**src/rtl/multicycle_ctrl_if.sv**
```systemverilog
// Control/status bundle between the multicycle sequencer and its datapath.
// master = controller side, slave = datapath/memory side.
interface multicycle_ctrl_if;
  logic [6:0] op;
  logic [2:0] funct3;
  logic       funct7b5;
  logic       zero;
  logic       mem_ready;
  logic       PCWrite;
  logic       AdrSrc;
  logic       MemWrite;
  logic       IRWrite;
  logic       RegWrite;
  logic [1:0] ResultSrc;
  logic [1:0] ALUSrcA;
  logic [1:0] ALUSrcB;
  logic [2:0] ALUControl;
  logic [2:0] ImmSrc;
  logic       retire;
  logic       illegal;
  logic [3:0] state;

  modport master (
    input  op, funct3, funct7b5, zero, mem_ready,
    output PCWrite, AdrSrc, MemWrite, IRWrite, RegWrite, ResultSrc,
           ALUSrcA, ALUSrcB, ALUControl, ImmSrc, retire, illegal, state
  );

  modport slave (
    output op, funct3, funct7b5, zero, mem_ready,
    input  PCWrite, AdrSrc, MemWrite, IRWrite, RegWrite, ResultSrc,
           ALUSrcA, ALUSrcB, ALUControl, ImmSrc, retire, illegal, state
  );
endinterface

```
**src/rtl/multicycle_ctrl.sv**
```systemverilog
// Multicycle RISC-V sequencer: steps each instruction through fetch/decode/
// execute/memory/writeback and drives the shared ALU, memory port and regfile.
// Handshake: a memory access in FETCH/MEMREAD/MEMWRITE completes in the cycle
// mem_ready is 1; the controller holds every output stable until then.
module multicycle_ctrl (
  input  logic                 clk,
  input  logic                 reset,
  multicycle_ctrl_if.master    bus
);

  localparam logic [3:0] FETCH    = 4'd0;
  localparam logic [3:0] DECODE   = 4'd1;
  localparam logic [3:0] MEMADR   = 4'd2;
  localparam logic [3:0] MEMREAD  = 4'd3;
  localparam logic [3:0] MEMWB    = 4'd4;
  localparam logic [3:0] MEMWRITE = 4'd5;
  localparam logic [3:0] EXECR    = 4'd6;
  localparam logic [3:0] EXECI    = 4'd7;
  localparam logic [3:0] ALUWB    = 4'd8;
  localparam logic [3:0] BRANCH   = 4'd9;
  localparam logic [3:0] JAL      = 4'd10;
  localparam logic [3:0] LUI      = 4'd11;

  localparam logic [2:0] ALU_ADD = 3'b000;
  localparam logic [2:0] ALU_SUB = 3'b001;
  localparam logic [2:0] ALU_AND = 3'b010;
  localparam logic [2:0] ALU_OR  = 3'b011;
  localparam logic [2:0] ALU_SLT = 3'b101;

  logic [3:0] state_q;
  logic [3:0] next_state;
  logic [2:0] alu_dec;

  always_ff @(posedge clk) begin
    if (reset) state_q <= FETCH;
    else       state_q <= next_state;
  end

  assign bus.state = state_q;

  // sub only for R-type funct7b5; addi with imm[10] set must stay an add
  always_comb begin
    case (bus.funct3)
      3'b000:  alu_dec = (bus.op[5] && bus.funct7b5) ? ALU_SUB : ALU_ADD;
      3'b010:  alu_dec = ALU_SLT;
      3'b110:  alu_dec = ALU_OR;
      3'b111:  alu_dec = ALU_AND;
      default: alu_dec = ALU_ADD;
    endcase
  end

  always_comb begin
    case (bus.op)
      7'b0100011: bus.ImmSrc = 3'b001;
      7'b1100011: bus.ImmSrc = 3'b010;
      7'b1101111: bus.ImmSrc = 3'b011;
      7'b0110111: bus.ImmSrc = 3'b100;
      default:    bus.ImmSrc = 3'b000;
    endcase
  end

  always_comb begin
    next_state     = state_q;
    bus.PCWrite    = 1'b0;
    bus.AdrSrc     = 1'b0;
    bus.MemWrite   = 1'b0;
    bus.IRWrite    = 1'b0;
    bus.RegWrite   = 1'b0;
    bus.ResultSrc  = 2'b00;
    bus.ALUSrcA    = 2'b00;
    bus.ALUSrcB    = 2'b00;
    bus.ALUControl = ALU_ADD;
    bus.retire     = 1'b0;
    bus.illegal    = 1'b0;
    case (state_q)
      FETCH: begin
        bus.ALUSrcB   = 2'b10;
        bus.ResultSrc = 2'b10;
        bus.IRWrite   = bus.mem_ready;
        bus.PCWrite   = bus.mem_ready;
        next_state    = bus.mem_ready ? DECODE : FETCH;
      end
      DECODE: begin
        // ALU computes OldPC + imm here so BRANCH can reuse it from ALUOut
        bus.ALUSrcA = 2'b01;
        bus.ALUSrcB = 2'b01;
        case (bus.op)
          7'b0000011,
          7'b0100011: next_state = MEMADR;
          7'b0110011: next_state = EXECR;
          7'b0010011: next_state = EXECI;
          7'b1100011: next_state = BRANCH;
          7'b1101111: next_state = JAL;
          7'b0110111: next_state = LUI;
          default: begin
            next_state  = FETCH;
            bus.illegal = 1'b1;
          end
        endcase
      end
      MEMADR: begin
        bus.ALUSrcA = 2'b10;
        bus.ALUSrcB = 2'b01;
        next_state  = bus.op[5] ? MEMWRITE : MEMREAD;
      end
      MEMREAD: begin
        bus.AdrSrc = 1'b1;
        next_state = bus.mem_ready ? MEMWB : MEMREAD;
      end
      MEMWB: begin
        bus.ResultSrc = 2'b01;
        bus.RegWrite  = 1'b1;
        bus.retire    = 1'b1;
        next_state    = FETCH;
      end
      MEMWRITE: begin
        bus.AdrSrc   = 1'b1;
        bus.MemWrite = 1'b1;
        bus.retire   = bus.mem_ready;
        next_state   = bus.mem_ready ? FETCH : MEMWRITE;
      end
      EXECR: begin
        bus.ALUSrcA    = 2'b10;
        bus.ALUControl = alu_dec;
        next_state     = ALUWB;
      end
      EXECI: begin
        bus.ALUSrcA    = 2'b10;
        bus.ALUSrcB    = 2'b01;
        bus.ALUControl = alu_dec;
        next_state     = ALUWB;
      end
      ALUWB: begin
        bus.RegWrite = 1'b1;
        bus.retire   = 1'b1;
        next_state   = FETCH;
      end
      BRANCH: begin
        bus.ALUSrcA    = 2'b10;
        bus.ALUControl = ALU_SUB;
        bus.PCWrite    = bus.zero ^ bus.funct3[0];
        bus.retire     = 1'b1;
        next_state     = FETCH;
      end
      JAL: begin
        bus.ALUSrcA = 2'b01;
        bus.ALUSrcB = 2'b10;
        bus.PCWrite = 1'b1;
        next_state  = ALUWB;
      end
      LUI: begin
        bus.ALUSrcA = 2'b11;
        bus.ALUSrcB = 2'b01;
        next_state  = ALUWB;
      end
      default: next_state = FETCH;
    endcase
  end

endmodule

```
**src/flat_wrapper.sv**
```systemverilog
// flat-port wrapper written by rule: the top's interface ports become plain ports
module multicycle_ctrl_flat 
  (clk, reset, bus_op, bus_funct3, bus_funct7b5, bus_zero, bus_mem_ready, bus_PCWrite, bus_AdrSrc, bus_MemWrite, bus_IRWrite, bus_RegWrite, bus_ResultSrc, bus_ALUSrcA, bus_ALUSrcB, bus_ALUControl, bus_ImmSrc, bus_retire, bus_illegal, bus_state);
  multicycle_ctrl_if bus_i ();
  input  logic clk;
  input  logic reset;
  input wire logic [$bits(bus_i.op)-1:0] bus_op;
  input wire logic [$bits(bus_i.funct3)-1:0] bus_funct3;
  input wire logic [$bits(bus_i.funct7b5)-1:0] bus_funct7b5;
  input wire logic [$bits(bus_i.zero)-1:0] bus_zero;
  input wire logic [$bits(bus_i.mem_ready)-1:0] bus_mem_ready;
  output wire logic [$bits(bus_i.PCWrite)-1:0] bus_PCWrite;
  output wire logic [$bits(bus_i.AdrSrc)-1:0] bus_AdrSrc;
  output wire logic [$bits(bus_i.MemWrite)-1:0] bus_MemWrite;
  output wire logic [$bits(bus_i.IRWrite)-1:0] bus_IRWrite;
  output wire logic [$bits(bus_i.RegWrite)-1:0] bus_RegWrite;
  output wire logic [$bits(bus_i.ResultSrc)-1:0] bus_ResultSrc;
  output wire logic [$bits(bus_i.ALUSrcA)-1:0] bus_ALUSrcA;
  output wire logic [$bits(bus_i.ALUSrcB)-1:0] bus_ALUSrcB;
  output wire logic [$bits(bus_i.ALUControl)-1:0] bus_ALUControl;
  output wire logic [$bits(bus_i.ImmSrc)-1:0] bus_ImmSrc;
  output wire logic [$bits(bus_i.retire)-1:0] bus_retire;
  output wire logic [$bits(bus_i.illegal)-1:0] bus_illegal;
  output wire logic [$bits(bus_i.state)-1:0] bus_state;
  assign bus_i.op = bus_op;
  assign bus_i.funct3 = bus_funct3;
  assign bus_i.funct7b5 = bus_funct7b5;
  assign bus_i.zero = bus_zero;
  assign bus_i.mem_ready = bus_mem_ready;
  assign bus_PCWrite = bus_i.PCWrite;
  assign bus_AdrSrc = bus_i.AdrSrc;
  assign bus_MemWrite = bus_i.MemWrite;
  assign bus_IRWrite = bus_i.IRWrite;
  assign bus_RegWrite = bus_i.RegWrite;
  assign bus_ResultSrc = bus_i.ResultSrc;
  assign bus_ALUSrcA = bus_i.ALUSrcA;
  assign bus_ALUSrcB = bus_i.ALUSrcB;
  assign bus_ALUControl = bus_i.ALUControl;
  assign bus_ImmSrc = bus_i.ImmSrc;
  assign bus_retire = bus_i.retire;
  assign bus_illegal = bus_i.illegal;
  assign bus_state = bus_i.state;
  multicycle_ctrl u_core (.clk(clk), .reset(reset), .bus(bus_i));
endmodule
```
**config.mk**
```make
export PLATFORM = sky130hd
export DESIGN_NAME = multicycle_ctrl_flat
export DESIGN_NICKNAME = d
export VERILOG_FILES = /design/src/rtl/multicycle_ctrl_if.sv /design/src/rtl/multicycle_ctrl.sv /design/src/flat_wrapper.sv
export SDC_FILE = /design/constraint.sdc
export NUM_CORES = 1
export LEC_CHECK = 0
export ABC_AREA = 1
export BUFFER_PORTS_ARGS = -buffer_cell sky130_fd_sc_hd__buf_2
export CORE_UTILIZATION = 39
export CTS_CLUSTER_DIAMETER = 30
export DETAILED_ROUTE_END_ITERATION = 16
export PLACE_DENSITY_LB_ADDON = 0.1
export SYNTH_ARGS = -nofsm -noshare
export SYNTH_HDL_FRONTEND = slang
export SYNTH_SLANG_ARGS = --single-unit
```
**constraint.sdc**
```tcl
create_clock -name clk -period 1.5 [get_ports clk]
set_clock_uncertainty 0.2 [all_clocks]
set_input_delay 0.075 -clock clk [delete_from_list [all_inputs] [get_ports clk]]
set_output_delay 0.075 -clock clk [all_outputs]
set_load 0.005 [all_outputs]
```
# ---- Yosys cells after proc, flatten, opt, wreduce, memory -nomap -nowiden
# Cells that the tools add are included.
dict set report op_classes {
  n_eq_ne 21
  n_mux 21
  n_bitwise 1
  n_reduce_logical 14
}
# cell n
set ops {}
lappend ops {{$pmux 4 s6} 2}
lappend ops {{$pmux 3 s4} 2}
lappend ops {{$eq 7x6->1 const B} 3}
lappend ops {{$eq 4x3->1 const B} 4}
lappend ops {{$eq 4x4->1 const B} 4}
lappend ops {{$eq 7x7->1 const B} 2}
lappend ops {{$reduce_or 2->1} 6}
lappend ops {{$reduce_or 4->1} 3}
lappend ops {{$mux 3} 3}
lappend ops {{$eq 4x2->1 const B} 2}
lappend ops {{$mux 1} 8}
lappend ops {{$pmux 2 s2} 2}
lappend ops {{$eq 7x2->1 const B} 1}
lappend ops {{$eq 7x5->1 const B} 1}
lappend ops {{$reduce_or 7->1} 1}
lappend ops {{$eq 3x3->1 const B} 2}
lappend ops {{$pmux 2 s3} 1}
lappend ops {{$pmux 3 s2} 1}
lappend ops {{$eq 4x1->1 const B} 1}
lappend ops {{$logic_not 4->1} 1}
lappend ops {{$eq 3x2->1 const B} 1}
lappend ops {{$logic_not 3->1} 1}
lappend ops {{$pmux 1 s3} 1}
lappend ops {{$reduce_or 3->1} 1}
lappend ops {{3 further kinds} 3}
dict set report totals {
  register_bits 4
  input_bits 15
  out_inout_bits 23
  elab_cells 58
}

# ---- Logic depth before layout (Yosys ltp)
# Gate-level depths: netlist of run 1.
dict set report logic_depth {
  depth_word 4
  ltp_mapped 8
  depth_no_buf 8
}

# ---- Worst setup path after synthesis of run 1
# Ideal clock, no wire load.
dict set report synth_timing {
  path_type {register -> register}
  from {register u_core.state_q[0], in the netlist u_core.bus.state[0]}
  to {register u_core.state_q[0], in the netlist u_core.bus.state[0]}
  setup_time_ps 70
  arrival_ps 993
  required_time_ps 1230
  setup_slack_ps 237
  path_stages_with_launch 7
  n_path_buf 0
  period_less_slack_ps 1263
  cell_sequence {dfxtp_1 > or2_4 > nor2_4 > nand2_2 > nand2_1 > nor2_1 > a21oi_1}
}
dict set report synth_via {
  elab_chain_len 3
  word_cells_on_any_way 11
  classes_between {eq/ne (8); mux (1); reduce/logical (2)}
}
# item line_no
set synth_lines {}
lappend synth_lines {{from (decl)} multicycle_ctrl.sv:30} ;# logic [3:0] state_q;
lappend synth_lines {{from (signal assigned)} multicycle_ctrl.sv:36} ;# else state_q <= next_state;
lappend synth_lines {{$eq 4x3->1 or $eq 4x4->1 (tied branches)} multicycle_ctrl.sv:75} ;# case (state_q)
lappend synth_lines {{$reduce_or 4->1 (no line)} -}
lappend synth_lines {{$pmux 4 s6 (*)} multicycle_ctrl.sv:75}
# Mark *: on every way between the ends. The rest lies on a longest branch, timed or not.
# A chain may end at the register's enable or synchronous reset.

# ---- Final worst setup path of run 1
dict set report layout_timing {
  from {register u_core.state_q[3], in the netlist u_core.bus.state[3]}
  to {output bus_PCWrite}
}
dict set report layout_via {
  elab_chain_len 2
  word_cells_on_any_way 4
  classes_between {eq/ne (2); mux (1); reduce/logical (1)}
}
# item line_no
set layout_lines {}
lappend layout_lines {{$eq 4x4->1 or $logic_not 4->1 (tied branches)} multicycle_ctrl.sv:75}
lappend layout_lines {{$pmux 1 s3 (*)} multicycle_ctrl.sv:75}
lappend layout_lines {{to (decl)} flat_wrapper.sv:12} ;# output wire logic [$bits(bus_i.PCWrite)-1:0] bus_PCWrite;
# Marks and branches as above.

==> metrics, run 1 <==
placed wire-length estimate=1.18 mm; Setup WS pre-CTS=0.0820 ns; data arrival time of the worst path=1.29 ns; CP endpoint kind=output port; Synth Warn #=0; die height=38.8 um; drt drc=0; average cell area after synthesis=5.32 um^2; class of the worst hold path=primary input to flop; commonest cells in the synthesized netlist=nand2_1, inv_1, nor2_1; antenna-violating nets left=0; vias in the first global route=710; Final Hold Fails=0; row cnt=12; power per cell area=400 nW/um^2; die area=1500 um^2; NetSw=113 uW; Root Driver=clkbuf_4; gpl congestion=0.771; drt via density=5.14; top cells by area, synth=dfxtp_1, nand2_1, inv_1; Flop pwr share=30.1%; sw frac=31.4%; Tot GR Track Use=26.2%; final setup margin=-0.0692 ns; initial antenna violation count=0; max-cap viol count=0; CTS tree=built; post-synthesis cell count=99; CTS max path bufs=2; first-pass GRT wire length=2.79 mm; setup violators final=5; asr flop ratio synth=0%; slowest CP cell=dfxtp_4; drt pass-1 iters=4; Startpoint Class=flop; fin crit period=1.57 ns; GRT overflow=0; family with the most delay on the worst path=flip-flops; flop-to-flop setup slack=0.14 ns; RSZ-0062 raised after global routing=true; leakage=0.477 nW; worst-margin pin slew=0.210 ns; CP cell instances=inv_4 -> nor2_4 -> inv_4 -> nor2_4 -> inv_2 -> o211ai_1 -> buf_2; sequential-to-total area share from yosys stat=15.2%; worst-skew pair later-pin latency=0.24 ns; worst-path maximum fanout=4; count of different cell masters after synthesis=20; # port buffers=37; fmax=637 MHz; Rel. slew slack=85.9%; cell internal pwr=246 uW; final wirelength=1.79 mm; Syn Nets=114; H-tree Lvls=1; Antenna Cells=0; chip width=38.8 um; post-synth top area cell=dfxtp_1; # nets final=163; Post-Route Setup TNS=-0.181 ns; CP Class=flop to output port; status=finished with violations; placed insts=150; CP max stage delay=0.38 ns; non-filler cells, final=160; Synth top area share=15.2%; Crit path required time=1.22 ns; clk slew on worst S/H paths=0.04 ns; Vias=823; final core occ=75.6%; combinational fraction of design power=31.5%; Initial Util=44.4%; crit path buf inv count=4; Pins Over Slew Limit=0; Post-synth EDFFs=0; final worst-path cycle share=105%; # IOs=38; register bit count reported by yosys=4; failing checks=setup timing; Syn-to-layout area delta=70.3%; largest net degree at the start of global routing=7; CTS sink cnt=4; Wirelength per Cell=11.2 um; Max IR drop VDD=0.439 mV; Post-Synthesis Cell Area=527 um^2; Clk network pwr share=38.4%; CTS buffer count=3; main flop type after synthesis=dfxtp_1; Core ar.=1190 um^2; top-count cell post-synth=nand2_1; number of flip-flops in the largest register=4; drt first-iter violations=21; fraction of layout cells with a size suffix above 1=52.1%
==> layer usage <==
layer	global-route usage, %	part of all wire [%]	up-vias
met1	28.9	39	362
met5	0	0	-
met4	5.17	2.3	0
met3	3.47	7.3	4
li1	-	-	413
met2	51.7	51	44
==> worst min-delay path: cells and delay by family <==
family                 cells  cell delay [ns]
AO/OA/AOI/OAI              2             0.14
buffers and inverters      2             0.18
==> through the flow <==
stage	hold slack, ns	cell area (um^2)	total power [mW]
after floorplan	-0.0559	527	0.163
after global placement	0.0819	729	0.209
after detailed placement	0.0837	729	0.211
after CTS	0.000810	856	0.362
after global routing	0.0253	897	0.386
final	0.00718	897	0.359
==> path summary, 6_finish.rpt <==
check | depth (start not counted) | to | from
worst min register to register | 3 | u_core.bus.state[3]$_SDFF_PP0_ | u_core.bus.state[1]$_SDFF_PP0_
worst min-delay path | 4 | u_core.bus.state[1]$_SDFF_PP0_ | bus_mem_ready
worst max register to register | 6 | u_core.bus.state[0]$_SDFF_PP0_ | u_core.bus.state[3]$_SDFF_PP0_
worst max-delay path | 7 | bus_PCWrite | u_core.bus.state[3]$_SDFF_PP0_
==> cells in the final DEF (no fill, tap or decap), types with 2 or more instances in the layout <==
master	synthesis	final
a21oi_1	8	7
buf_2	0	37
buf_4	0	6
clkbuf_4	0	3
dfxtp_4	0	4
inv_1	17	12
inv_2	1	4
inv_4	0	2
nand2_1	21	20
nand2_4	0	2
nand3_1	8	7
nor2_1	15	10
nor2_2	6	6
nor2_4	1	6
o211ai_1	3	3
o21ai_0	5	4
==> final cells by class <==
class,instances,area (um^2)
well taps,14,17.5
fillers,103,289
multi-input cells,77,449
clock buffers,3,22.5
flip-flops and latches,4,95.1
inverters,18,72.6
repair buffers,44,240
==> cell families (layout without fill, tap and decap cells) <==
group           after synthesis  in the layout  synth area share (%)
buf+inv                      18             65                  12.8
compound gates               18             18                  19.2
flops                         4              4                  15.2
xor+xnor                      1              1                  1.66
simple gates                 58             58                  51.1
==> power groups by stage <==
stage / clock network (mW) / logic, mW / registers, mW
global route: 0.150 / 0.128 / 0.108
global placement: 0 / 0.0946 / 0.114
floorplan: 0 / 0.0487 / 0.114
CTS: 0.142 / 0.109 / 0.111
detailed placement: 0 / 0.0964 / 0.114
finish: 0.138 / 0.113 / 0.108
==> repair_timing <==
item	CTS	global route
buffers inserted	5	1
resized for setup	23	10
hold buffers	1	0
hold endpoints to repair	4	0
pin swaps	3	2
endpoints found under the setup margin	10	9
Power figures use the tool's default switching activity.
==> run 2: changes to the inputs <==
--- a/config.mk
+++ b/config.mk
@@ -6,7 +6,6 @@
 export NUM_CORES = 1
 export LEC_CHECK = 0
-export ABC_AREA = 1
 export BUFFER_PORTS_ARGS = -buffer_cell sky130_fd_sc_hd__buf_2
-export CORE_UTILIZATION = 39
+export CORE_UTILIZATION = 43
 export CTS_CLUSTER_DIAMETER = 30
 export DETAILED_ROUTE_END_ITERATION = 16
==> constraint.sdc (replaced) <==
create_clock -name clk -period 1.5 [get_ports clk]
set_clock_uncertainty 0.2 [all_clocks]
set_input_delay 0.075 -clock clk [delete_from_list [all_inputs] [get_ports clk]]
set_output_delay 0.075 -clock clk [all_outputs]
set_load 0.05 [all_outputs]
==> run 2 against run 1 <==
Net effect: the flow now stops in 4_1_cts; synthesized area rose by 26%; synthesized cell count did not move.
==> metrics, run 2 <==
sequential-to-total area share from yosys stat=12.0%; register bit count reported by yosys=4; Setup WS pre-CTS=-0.0985 ns; placed wire-length estimate=2.13 mm; top cells by area, synth=dfxtp_1, nor2_1, a21oi_1; Synth top area share=12.0%; H-tree Lvls=1; status=did not finish; postcts setup bufs=7; Gates resized, CTS repair=67; Fail Step=4_1_cts; CTS buffer count=3; gpl congestion=0.896; Synth Warn #=0; top-count cell post-synth=nor2_1; commonest cells in the synthesized netlist=nor2_1, nand2_1, a21oi_1; row cnt=13; main flop type after synthesis=dfxtp_1; placement-stage cell area=1240 um^2; count of different cell masters after synthesis=43; CTS sink cnt=4; Error=[ERROR DPL-0038] Utilization greater than 100%, impossible to legalize; Initial Util=48.7%; average cell area after synthesis=6.72 um^2; die height=41.3 um; Post-synth EDFFs=0; Root Driver=clkbuf_4; asr flop ratio synth=0%; Post-Synthesis Cell Area=666 um^2; placed insts=165; post-synthesis cell count=99; CTS max path bufs=2; Syn Nets=114; # IOs=38; chip width=41.3 um; post-synth top area cell=dfxtp_1; Post-CTS Hold Fix Bufs=0; # port buffers=37
run 2: changes by cell type after synthesis, moves of 3 or more:
cell      before  now
buf_2          0    5
inv_1         17    4
nand2_1       21    8
nand2b_1       0    5
nand3_1        8    5
nor2_1        15   12
nor2_2         6    1
nor3_1         1    5
o21ai_0        5    1
o21ai_1        0    4
run 2: logic make-up after synthesis:
| kind of cell | Yosys count | share of synthesized area (%) |
|---|---|---|
| compound gates | 27 | 28.8 |
| mux | 2 | 3.01 |
| simple gates | 50 | 41.5 |
| flops | 4 | 12.0 |
| buf+inv | 12 | 9.40 |
| xor+xnor | 4 | 5.26 |
run 2: stage by stage:
step	hold WS, ns	setup TNS [ns]
detailed placement	0.230	-0.474
floorplan	0.0128	-2.69
global placement	0.223	-0.161
==> run 3: changes to the inputs <==
CORE_AREA = 2 2 63 65   (was unset)
CORE_UTILIZATION = unset   (was 43)
CTS_CLUSTER_DIAMETER = unset   (was 30)
DIE_AREA = 0 0 65 67   (was unset)
PLACE_DENSITY_LB_ADDON = 0.15   (was 0.1)
==> run 3 against run 2 <==
Net effect: the flow now finishes, with violations (setup timing); synthesized cell count did not move; synthesized area unchanged.
==> metrics, run 3 <==
drt pass-1 iters=4; register area=92.6 um^2; fraction of layout cells with a size suffix above 1=76.5%; final setup margin=-0.113 ns; post-synth top area cell=dfxtp_1; Synth top area share=12.0%; # IOs=38; vias in the first global route=991; setup violators final=16; slowest CP cell=dfxtp_4; asr flop ratio synth=0%; Initial Util=18.5%; CTS buffer count=3; clk slew on worst S/H paths=0.03 ns; data arrival time of the worst path=1.34 ns; sequential-to-total area share from yosys stat=12.0%; # nets final=186; largest net degree at the start of global routing=13; most common cell after layout, fill and taps aside=buf_4; Post-CTS Hold Fix Bufs=0; Post-Synthesis Cell Area=666 um^2; Antenna Cells=0; placed wire-length estimate=2.09 mm; drt via density=4.57; placed insts=202; CTS tree=built; fmax=620 MHz; Max IR drop VDD=0.158 mV; CP Class=flop to output port; CTS sink cnt=4; Root Driver=clkbuf_8; Syn-to-layout area delta=168%; post-synthesis cell count=99; failing checks=setup timing; leakage=0.720 nW; chip width=65 um; Startpoint Class=flop; class of the worst hold path=primary input to flop; H-tree Lvls=1; CP endpoint kind=output port; CTS max path bufs=2; non-filler cells, final=218; Syn Nets=114; GRT overflow=0; family with the most delay on the worst path=buffers and inverters; die height=67 um; area of the multi-input gates=898 um^2; worst-margin pin slew=0.359 ns; Synth Warn #=0; fillers=355; count of different cell masters after synthesis=43; final worst-path cycle share=108%; RSZ-0062 raised after global routing=true; Post-Route Setup TNS=-0.931 ns; Hold WS=0.0471 ns; power per cell area=381 nW/um^2; initial antenna violation count=0; top-count cell post-synth=nor2_1; most frequent cells in the layout=buf_4, buf_6, buf_2; drt first-iter violations=27; crit path buf inv count=3; worst-path maximum fanout=10; status=finished with violations; CP max stage delay=0.33 ns; Wirelength per Cell=12.7 um; max-cap viol count=0; Pins Over Slew Limit=0; worst-skew pair later-pin latency=0.22 ns; average cell area after synthesis=6.72 um^2; top cells by area, synth=dfxtp_1, nor2_1, a21oi_1; Vias=997; drt drc=0; register bit count reported by yosys=4; first-pass GRT wire length=4.24 mm; gpl congestion=0.707; commonest cells in the synthesized netlist=nor2_1, nand2_1, a21oi_1; die area=4360 um^2; crit-path most repeated cell=buf_6; main flop type after synthesis=dfxtp_1; Core ar.=3610 um^2; CP cell instances=buf_6 -> buf_4 -> xnor2_2 -> nor3_4 -> buf_6; Pwr Total=680 uW; final wirelength=2.77 mm; antenna-violating nets left=0; Post-synth EDFFs=0; # port buffers=37; row cnt=22; Crit path required time=1.22 ns; Tot GR Track Use=12.3%; fin crit period=1.61 ns; Final Hold Fails=0; number of flip-flops in the largest register=4; Rel. slew slack=76.0%
run 3: area by class of cell:
type | instances | share of cell area, %
Inverter | 4 | 0.842
Multi-Input combinational cell | 83 | 50.4
Timing Repair Buffer | 75 | 37.7
Sequential cell | 4 | 5.19
Clock buffer | 4 | 2.52
Tap cell | 48 | 3.37
run 3: per-stage QoR:
stage               instance area (um^2)  utilization (%)  setup WS [ns]
global placement                    1280             35.6        -0.0719
detailed placement                  1280             35.6        -0.0752
global route                        1780             49.5         -0.149
CTS                                 1610             44.8         -0.116
floorplan                            912                -         -0.396
finish                              1780             49.5         -0.113
run 3: worst paths after layout:
check	slack [ns]	to	start	cells after the start
min	0.05	u_core.bus.state[3]$_SDFF_PP0_	reset	3
min reg2reg	0.51	u_core.bus.state[3]$_SDFF_PP0_	u_core.bus.state[3]$_SDFF_PP0_	3
max reg2reg	0	u_core.bus.state[0]$_SDFF_PP0_	u_core.bus.state[2]$_SDFF_PP0_	4
max	-0.11	bus_AdrSrc	u_core.bus.state[2]$_SDFF_PP0_	5
run 3: cell families after synthesis:
| group | after synthesis | share of synthesized area (%) |
|---|---|---|
| compound gates | 27 | 28.8 |
| mux | 2 | 3.01 |
| flops | 4 | 12.0 |
| simple gates | 50 | 41.5 |
| buf+inv | 12 | 9.40 |
| xor+xnor | 4 | 5.26 |
run 3: report_power, final:
group          switching [mW]  leakage (nW)  total [mW]  internal [mW]
Clock                  0.0543        0.0228       0.236          0.181
Combinational           0.182         0.662       0.335          0.153
Sequential            0.00367        0.0352       0.109          0.106
Total                   0.240         0.720       0.680          0.440
run 3: worst reg2reg max path, cell delays in order (launching register included):
cell and delay [ns]:
dfxtp_4 0.33, buf_6 0.15, nand2b_1 0.19, a221o_1 0.38
a21oi_1 0.16
run 3: repair_timing:
item	CTS	global route
endpoints found under the hold margin	0	0
pin swaps	6	14
gates resized for setup	68	25
setup endpoints to repair	22	19
buffers inserted	6	6
run 3: routing by layer:
layer | share of wire (%) | wire [um] | track usage [%]
met5 | 0 | 0 | 0
met4 | 0 | 0 | 3.19
met3 | 2.3 | 63 | 0
met2 | 59 | 1640 | 26.2
met1 | 38 | 1060 | 13.2
